===== src/rtl/sum_sq.sv =====
// rtl/sum_sq.sv - i^2 + q^2 of one signed I/Q pair via two bit-serial shift-add multipliers
module sum_sq #(
  parameter int DIN_W = 16
) (
  input  logic                    clk,
  input  logic                    rst_n,
  input  logic signed [DIN_W-1:0] din_i,
  input  logic signed [DIN_W-1:0] din_q,
  input  logic                    din_valid,
  output logic                    din_ready,
  output logic [2*DIN_W-1:0]      dout,
  output logic                    dout_valid,
  input  logic                    dout_ready
);

  localparam int DOUT_W = 2 * DIN_W;
  localparam int CW     = (DIN_W > 1) ? $clog2(DIN_W) : 1;

  typedef enum logic [1:0] {IDLE, CALC, DONE} state_t;

  state_t              state_q, state_d;
  logic [DIN_W-1:0]    mag_i_q, mag_i_d, mag_q_q, mag_q_d;
  logic [DOUT_W-1:0]   acc_i_q, acc_i_d, acc_q_q, acc_q_d;
  logic [CW-1:0]       cnt_q, cnt_d;
  logic [DOUT_W-1:0]   dout_q, dout_d;
  logic                dout_valid_q, dout_valid_d;
  logic                din_ready_q, din_ready_d;
  logic [DOUT_W-1:0]   step_i, step_q;

  // Partial products for the current bit; |min| = 2^(DIN_W-1) still fits the unsigned magnitude.
  always_comb begin
    step_i = '0;
    step_q = '0;
    if (mag_i_q[cnt_q]) step_i = {{DIN_W{1'b0}}, mag_i_q} << cnt_q;
    if (mag_q_q[cnt_q]) step_q = {{DIN_W{1'b0}}, mag_q_q} << cnt_q;
  end

  always_comb begin
    state_d      = state_q;
    mag_i_d      = mag_i_q;
    mag_q_d      = mag_q_q;
    acc_i_d      = acc_i_q;
    acc_q_d      = acc_q_q;
    cnt_d        = cnt_q;
    dout_d       = dout_q;
    dout_valid_d = dout_valid_q;
    din_ready_d  = din_ready_q;
    case (state_q)
      IDLE: begin
        din_ready_d = 1'b1;
        if (din_valid && din_ready_q) begin
          mag_i_d     = din_i[DIN_W-1] ? (~din_i + 1'b1) : din_i;
          mag_q_d     = din_q[DIN_W-1] ? (~din_q + 1'b1) : din_q;
          acc_i_d     = '0;
          acc_q_d     = '0;
          cnt_d       = '0;
          din_ready_d = 1'b0;
          state_d     = CALC;
        end
      end
      CALC: begin
        acc_i_d = acc_i_q + step_i;
        acc_q_d = acc_q_q + step_q;
        cnt_d   = cnt_q + 1'b1;
        if (cnt_q == CW'(DIN_W - 1)) begin
          dout_d       = acc_i_q + step_i + acc_q_q + step_q;
          dout_valid_d = 1'b1;
          state_d      = DONE;
        end
      end
      DONE: begin
        if (dout_ready) begin
          dout_valid_d = 1'b0;
          din_ready_d  = 1'b1;
          state_d      = IDLE;
        end
      end
      default: state_d = IDLE;
    endcase
  end

  always_ff @(posedge clk or negedge rst_n) begin
    if (!rst_n) begin
      state_q      <= IDLE;
      mag_i_q      <= '0;
      mag_q_q      <= '0;
      acc_i_q      <= '0;
      acc_q_q      <= '0;
      cnt_q        <= '0;
      dout_q       <= '0;
      dout_valid_q <= 1'b0;
      din_ready_q  <= 1'b0;
    end else begin
      state_q      <= state_d;
      mag_i_q      <= mag_i_d;
      mag_q_q      <= mag_q_d;
      acc_i_q      <= acc_i_d;
      acc_q_q      <= acc_q_d;
      cnt_q        <= cnt_d;
      dout_q       <= dout_d;
      dout_valid_q <= dout_valid_d;
      din_ready_q  <= din_ready_d;
    end
  end

  assign dout       = dout_q;
  assign dout_valid = dout_valid_q;
  assign din_ready  = din_ready_q;

endmodule

===== config.mk =====
export PLATFORM = sky130hd
export DESIGN_NAME = sum_sq
export DESIGN_NICKNAME = d
export VERILOG_FILES = /design/src/rtl/sum_sq.sv
export SDC_FILE = /design/constraint.sdc
export NUM_CORES = 1
export LEC_CHECK = 0
export CORE_ASPECT_RATIO = 1.5
export CORE_MARGIN = 5
export CORE_UTILIZATION = 62
export CTS_CLUSTER_SIZE = 40
export DETAILED_ROUTE_END_ITERATION = 16
export GPL_TIMING_DRIVEN = 0
export HOLD_SLACK_MARGIN = 0.03
export PLACE_DENSITY = 0.82
export SLEW_MARGIN = 10
export SYNTH_ARGS = -nofsm -noshare
export SYNTH_HDL_FRONTEND = slang
export SYNTH_SLANG_ARGS = --single-unit

===== constraint.sdc =====
create_clock -name clk -period 6.9 [get_ports clk]
set_input_delay 1.38 -clock clk [delete_from_list [all_inputs] [get_ports clk]]
set_output_delay 1.38 -clock clk [all_outputs]
set_load 0.005 [all_outputs]

Word level (Yosys, flattened, before mapping)
Index checks and enable logic that the tools add are counted.

word-level totals
  memories kept = 0
  input bits = 36
  register bits after elaboration = 136
  latch bits = 0
  bits in writable memories = 0
  word-level logic and storage cells = 61
  ROM bits = 0

operators by class
  shift operators = 2
  $lt $le $gt $ge = 1
  bitwise logic cells = 2
  div/mod/pow operators = 0
  add/sub/neg operators = 7
  mux-type cells = 23
  reductions and logical operators = 11
  multiply operators = 0
  eq/ne operators = 6

operators with widths
  operator                                                    number
  adder 32 bit                                                4
  case mux 32 bit (2 select lines)                            2
  two-way mux 32 bit                                          3
  << shifter 16 x 4 -> 32 bit                                 2
  adder 16 x 1 -> 16 bit, second input constant               2
  two-way mux 16 bit                                          2
  inverter 16 bit                                             2
  binary-select mux 1 bit (select 4 bit)                      2
  case mux 4 bit (2 select lines)                             1
  AND reduction 2 bit                                         4
  two-way mux 1 bit                                           6
  two-way mux 2 bit                                           3
  inequality test 2 bit, second input constant                3
  case mux 2 bit (3 select lines)                             1
  AND reduction 3 bit                                         2
  nonzero test 2 bit                                          3
  less-than comparator 4 x 5 -> 1 bit, second input constant  1
  adder 4 x 1 -> 4 bit, second input constant                 1
  equality test 4 bit, second input constant                  1
  two-way mux 4 bit                                           1
  case mux 1 bit (2 select lines)                             2
  equality test 2 x 1 -> 1 bit, second input constant         1
  equality test 2 bit, second input constant                  1
  zero test 2 bit                                             1
  logical AND 1 bit                                           1

Longest topological paths before layout
  depth in word-level cells = 6
  mapped depth = 33
  depth with buffers taken out = 28

Worst setup path before layout
No wires, ideal clock.

  path type = reg2reg
  from = reg cnt_q[0]
  to = reg dout_q[30] (netlist: dout[30])
  arrival = 6.218 ns
  stages on the path, launching flop included = 29
  setup time = 0.069 ns
  path slack = 0.613 ns
  cell sequence = dfrtp_1 > buf_4 > buf_4 > buf_2 > a21oi_1 > a211oi_1 > o31ai_2 > nor2_1 > ha_1 > fa_1 > a211oi_1 > o2111ai_1 > a21boi_1 > a31o_2 > a21oi_1 > o21ai_0 > a31oi_1 > xnor2_1 > fa_1 > ha_1 > a21oi_1 > o21ai_0 > nor2_1 > a22oi_1 > nand2_1 > o31ai_1 > nand2b_1 > or4_1 > nand3_1

on the way
  longest elaborated chain between the ends = 6
  elaborated cells between the ends (all ways) = 13

RTL lines
  item                                     line  text
  start, declared                          24    logic [CW-1:0] cnt_q, cnt_d;
  start signal, assigned                   99    cnt_q <= cnt_d;
  binary-select mux 1 bit (select 4 bit)   34    if (mag_i_q[cnt_q]) step_i = {{DIN_W{1'b0}}, mag_i_q} << cnt_q;
  two-way mux 1 bit (not written as such)  34
  two-way mux 32 bit                       34
  adder 32 bit (3 in a row)                66    dout_d = acc_i_q + step_i + acc_q_q + step_q;
  end signal, assigned                     100   dout_q <= dout_d;
  end, declared                            25    logic [DOUT_W-1:0] dout_q, dout_d;

Parallel ways exist; a longest one is shown, timed or not. The select of a mux whose other input is x is not followed.
A chain may end at the register's enable or synchronous reset.

Worst setup path after layout
Same ends and word-level chain as after synthesis.

==> reports/results.ini <==
[routing]
first_pass_iters = 5
finalWirelength_um = 42500
wl_per_cell_um = 21.9
vias = 12400
ant_nets = 0
drc = 0
drt_iter0_drc = 911
drt-vias-per-instance = 6.40

[synthesis]
synth_area_leader_cell = dfrtp_1
netlist_area_mm2 = 0.0127
ys.warnings.count = 0
ys_types = 78
synth_nets = 1727
async_flop_share_pct = 100
synth.area.top_cells = dfrtp_1 27%, ha_1 9.4%, nand2_1 6.5%, o21ai_0 6.3%, fa_1 5.4%
yosysTopAreaCellShare_pct = 26.8
ys_ff_latch = 136
ys_seq_area_share_pct = 26.8
ys.flop_type = dfrtp_1
synth_edf_count = 0
synthCells = 1562
syn_area_per_cell_um2 = 8.12

[worst_setup_path]
start_kind = flip-flop
end_kind = flip-flop
crit_type = reg2reg
critPathArrivalTime_ns = 7.03
ff2ff_path_depth = 29
critPathMaxFanout = 10
slowest_delay_ns = 0.55
required_ns = 7.28
crit_path_frequent_cell = nand2_1
slowest_stage = fa_1

[clock_tree]
cts_tree = done
cts-root-buf = clkbuf_16
insertion_delay_ns = 0.44
h-tree-depth = 4
cts_made_buffers = 17
path_clk_slew_ns = 0.06
clockBufferDepth = 2
numClockSinks = 136

[timing]
min_period_ns = 6.65
finalCritPeriodShare_pct = 96.4
drv_slew = 0
fmax_ghz = 0.150
fin_skew_ns = 0.00695
worst_pin_slew_ns = 1.07
hold_ws_ns = 0.472
setup_violations = 0
rsz0062_at_grt = yes
slew_headroom_pct = 28.2
final_hold_viol_count = 0

[finish]
multiInputGateArea_mm2 = 0.00919
fin_util_pct = 73.5
drive_gt1_share_pct = 10.2
finalInstanceArea_mm2 = 0.0149
insertedDiodeCount = 0
seqCellArea_mm2 = 0.00340
areaGrowthSynthToFinish_pct = 17.4
n_fill_cell = 1615
nNetsFinal = 1825

[place]
dpl_cell_area_mm2 = 0.0137
place_congestion = 1.07
dp_hpwl_um = 33700
port-buffer-count = 69

[grt]
grt_pass1_wl_um = 65300
track_usage_pct = 36.0
gr-total-overflow = 0
grt_max_degree = 81
antenna_found_initial = 0
grt_pass1_vias = 12700

[floorplan]
die-area_mm2 = 0.0235
top_level_ports = 70
die_x_um = 127
initial_utilization_pct = 62.6
rows = 64
die_y_um = 185
fp.coreArea_mm2 = 0.0203

[hold_path]
hold_depth = 2
hold_path_class = reg2reg

[job]
max-cap-violations = 0

[outcome]
status = finished, final reports clean

[path summary, 6_finish.rpt]
path / slack (ns) / startpoint / endpoint
worst max-delay path: 0.25 / cnt_q[0] / dout[30]
worst min-delay path: 0.47 / dout[0] / dout[0]
min in group asynchronous: 0.90 / rst_n / mag_q_q[2]
worst max register to register: 0.25 / cnt_q[0] / dout[30]
worst min register to register: 0.47 / dout[0] / dout[0]
max in group asynchronous: 5.20 / rst_n / acc_q_q[8]
[cells in the final DEF (no fill, tap or decap), drive strengths merged, types with 5 or more instances in the layout]
cell type	count
mux2i	28
mux4	5
nand2	218
buf	33
nand2b	20
fa	34
and3	11
a31oi	14
o21ai	160
a41oi	5
a211oi	38
or3	13
clkinv	5
clkdlybuf4s50	68
nand4	9
xnor2	49
nand3	59
o41ai	5
ha	95
or4	5
nor3	21
o21bai	10
dfrtp	136
xor2	53
o2bb2ai	9
clkbuf	69
o211ai	8
o21a	18
inv	55
mux2	8
o31ai	19
a21o	38
a21oi	126
nor2	126
nor2b	20
and2	16
[cells in the mapped netlist (9+ instances only)]
cell       number
o2bb2ai_1       9
nor3_1         21
o21a_1         18
inv_1          51
xor2_1         53
nand4_1         9
a21o_1         38
a31oi_1        14
nand2_1       218
nor2_1        126
o21bai_1       10
xnor2_1        49
dfrtp_1       136
or3_1          12
nor2b_1        20
a211oi_1       38
fa_1           34
o31ai_1        17
buf_1          12
and3_1         10
clkbuf_1       49
and2_1         14
o21ai_0       159
mux2i_1        28
ha_1           95
nand2b_1       20
nand3_1        59
a21oi_1       126
[metal layers]
metal | vias to the layer above | wire (um) | GRT usage, %
met5 | - | 0 | 0
met3 | 185 | 2470 | 6.17
met2 | 511 | 21500 | 66.0
li1 | 5802 | - | -
met4 | 0 | 4010 | 28.3
met1 | 5890 | 14500 | 35.4
[area by class of cell]
| class | instances | area share (%) |
|---|---|---|
| Buffer | 71 | 2.36 |
| Clock buffer | 18 | 2.88 |
| Clock inverter | 14 | 1.15 |
| Inverter | 52 | 1.31 |
| Multi-Input combinational cell | 1301 | 61.7 |
| Sequential cell | 136 | 22.9 |
| Tap cell | 264 | 2.22 |
| Timing Repair Buffer | 81 | 5.47 |
[critical path, delay by kind of cell (launching register included)]
kind | cells | cell delay (ns)
AO/OA/AOI/OAI | 8 | 1.62
XOR/XNOR | 1 | 0.12
adder cells (fa/ha/maj) | 3 | 1.23
buffers and inverters | 4 | 0.66
flip-flops | 1 | 0.43
multiplexers | 1 | 0.32
AND/OR/NAND/NOR | 12 | 2.19
[flip-flops by register name, summed over array words and instances (netlist names)]
name / count
dout: 32
dout_valid: 1
acc_q_q: 32
acc_i_q: 32
din_ready: 1
mag_i_q: 16
mag_q_q: 16
cnt_q: 4
state_q: 2
[cell families after synthesis]
kind of cell | Yosys count | share of synthesized area [%]
simple gates | 536 | 19.2
compound gates | 493 | 24.4
flops | 136 | 26.8
fa+ha+maj | 129 | 14.7
buf+inv | 125 | 3.95
xor+xnor | 102 | 7.04
mux | 41 | 3.81
[metrics by stage]
stage | setup slack [ns] | instances | setup TNS, ns
finish | 0.246 | 1937 | 0
global route | -0.0550 | 1937 | -0.140
CTS | 0.00441 | 1926 | 0
detailed placement | -0.794 | 1896 | -5.35
global placement | -1.00 | 1895 | -138.47
floorplan | 0.613 | 1562 | 0
[timing repair]
| action | 4_1_cts | 5_1_grt |
|---|---|---|
| hold buffers | 0 | 0 |
| setup endpoints to repair | 13 | 11 |
| setup buffers | 0 | 11 |
| gates resized for setup | 32 | 83 |
| pin swaps | 5 | 18 |
Power is not shown: default switching activity piles up to over one toggle a cycle in this logic, so the estimate is an artifact.
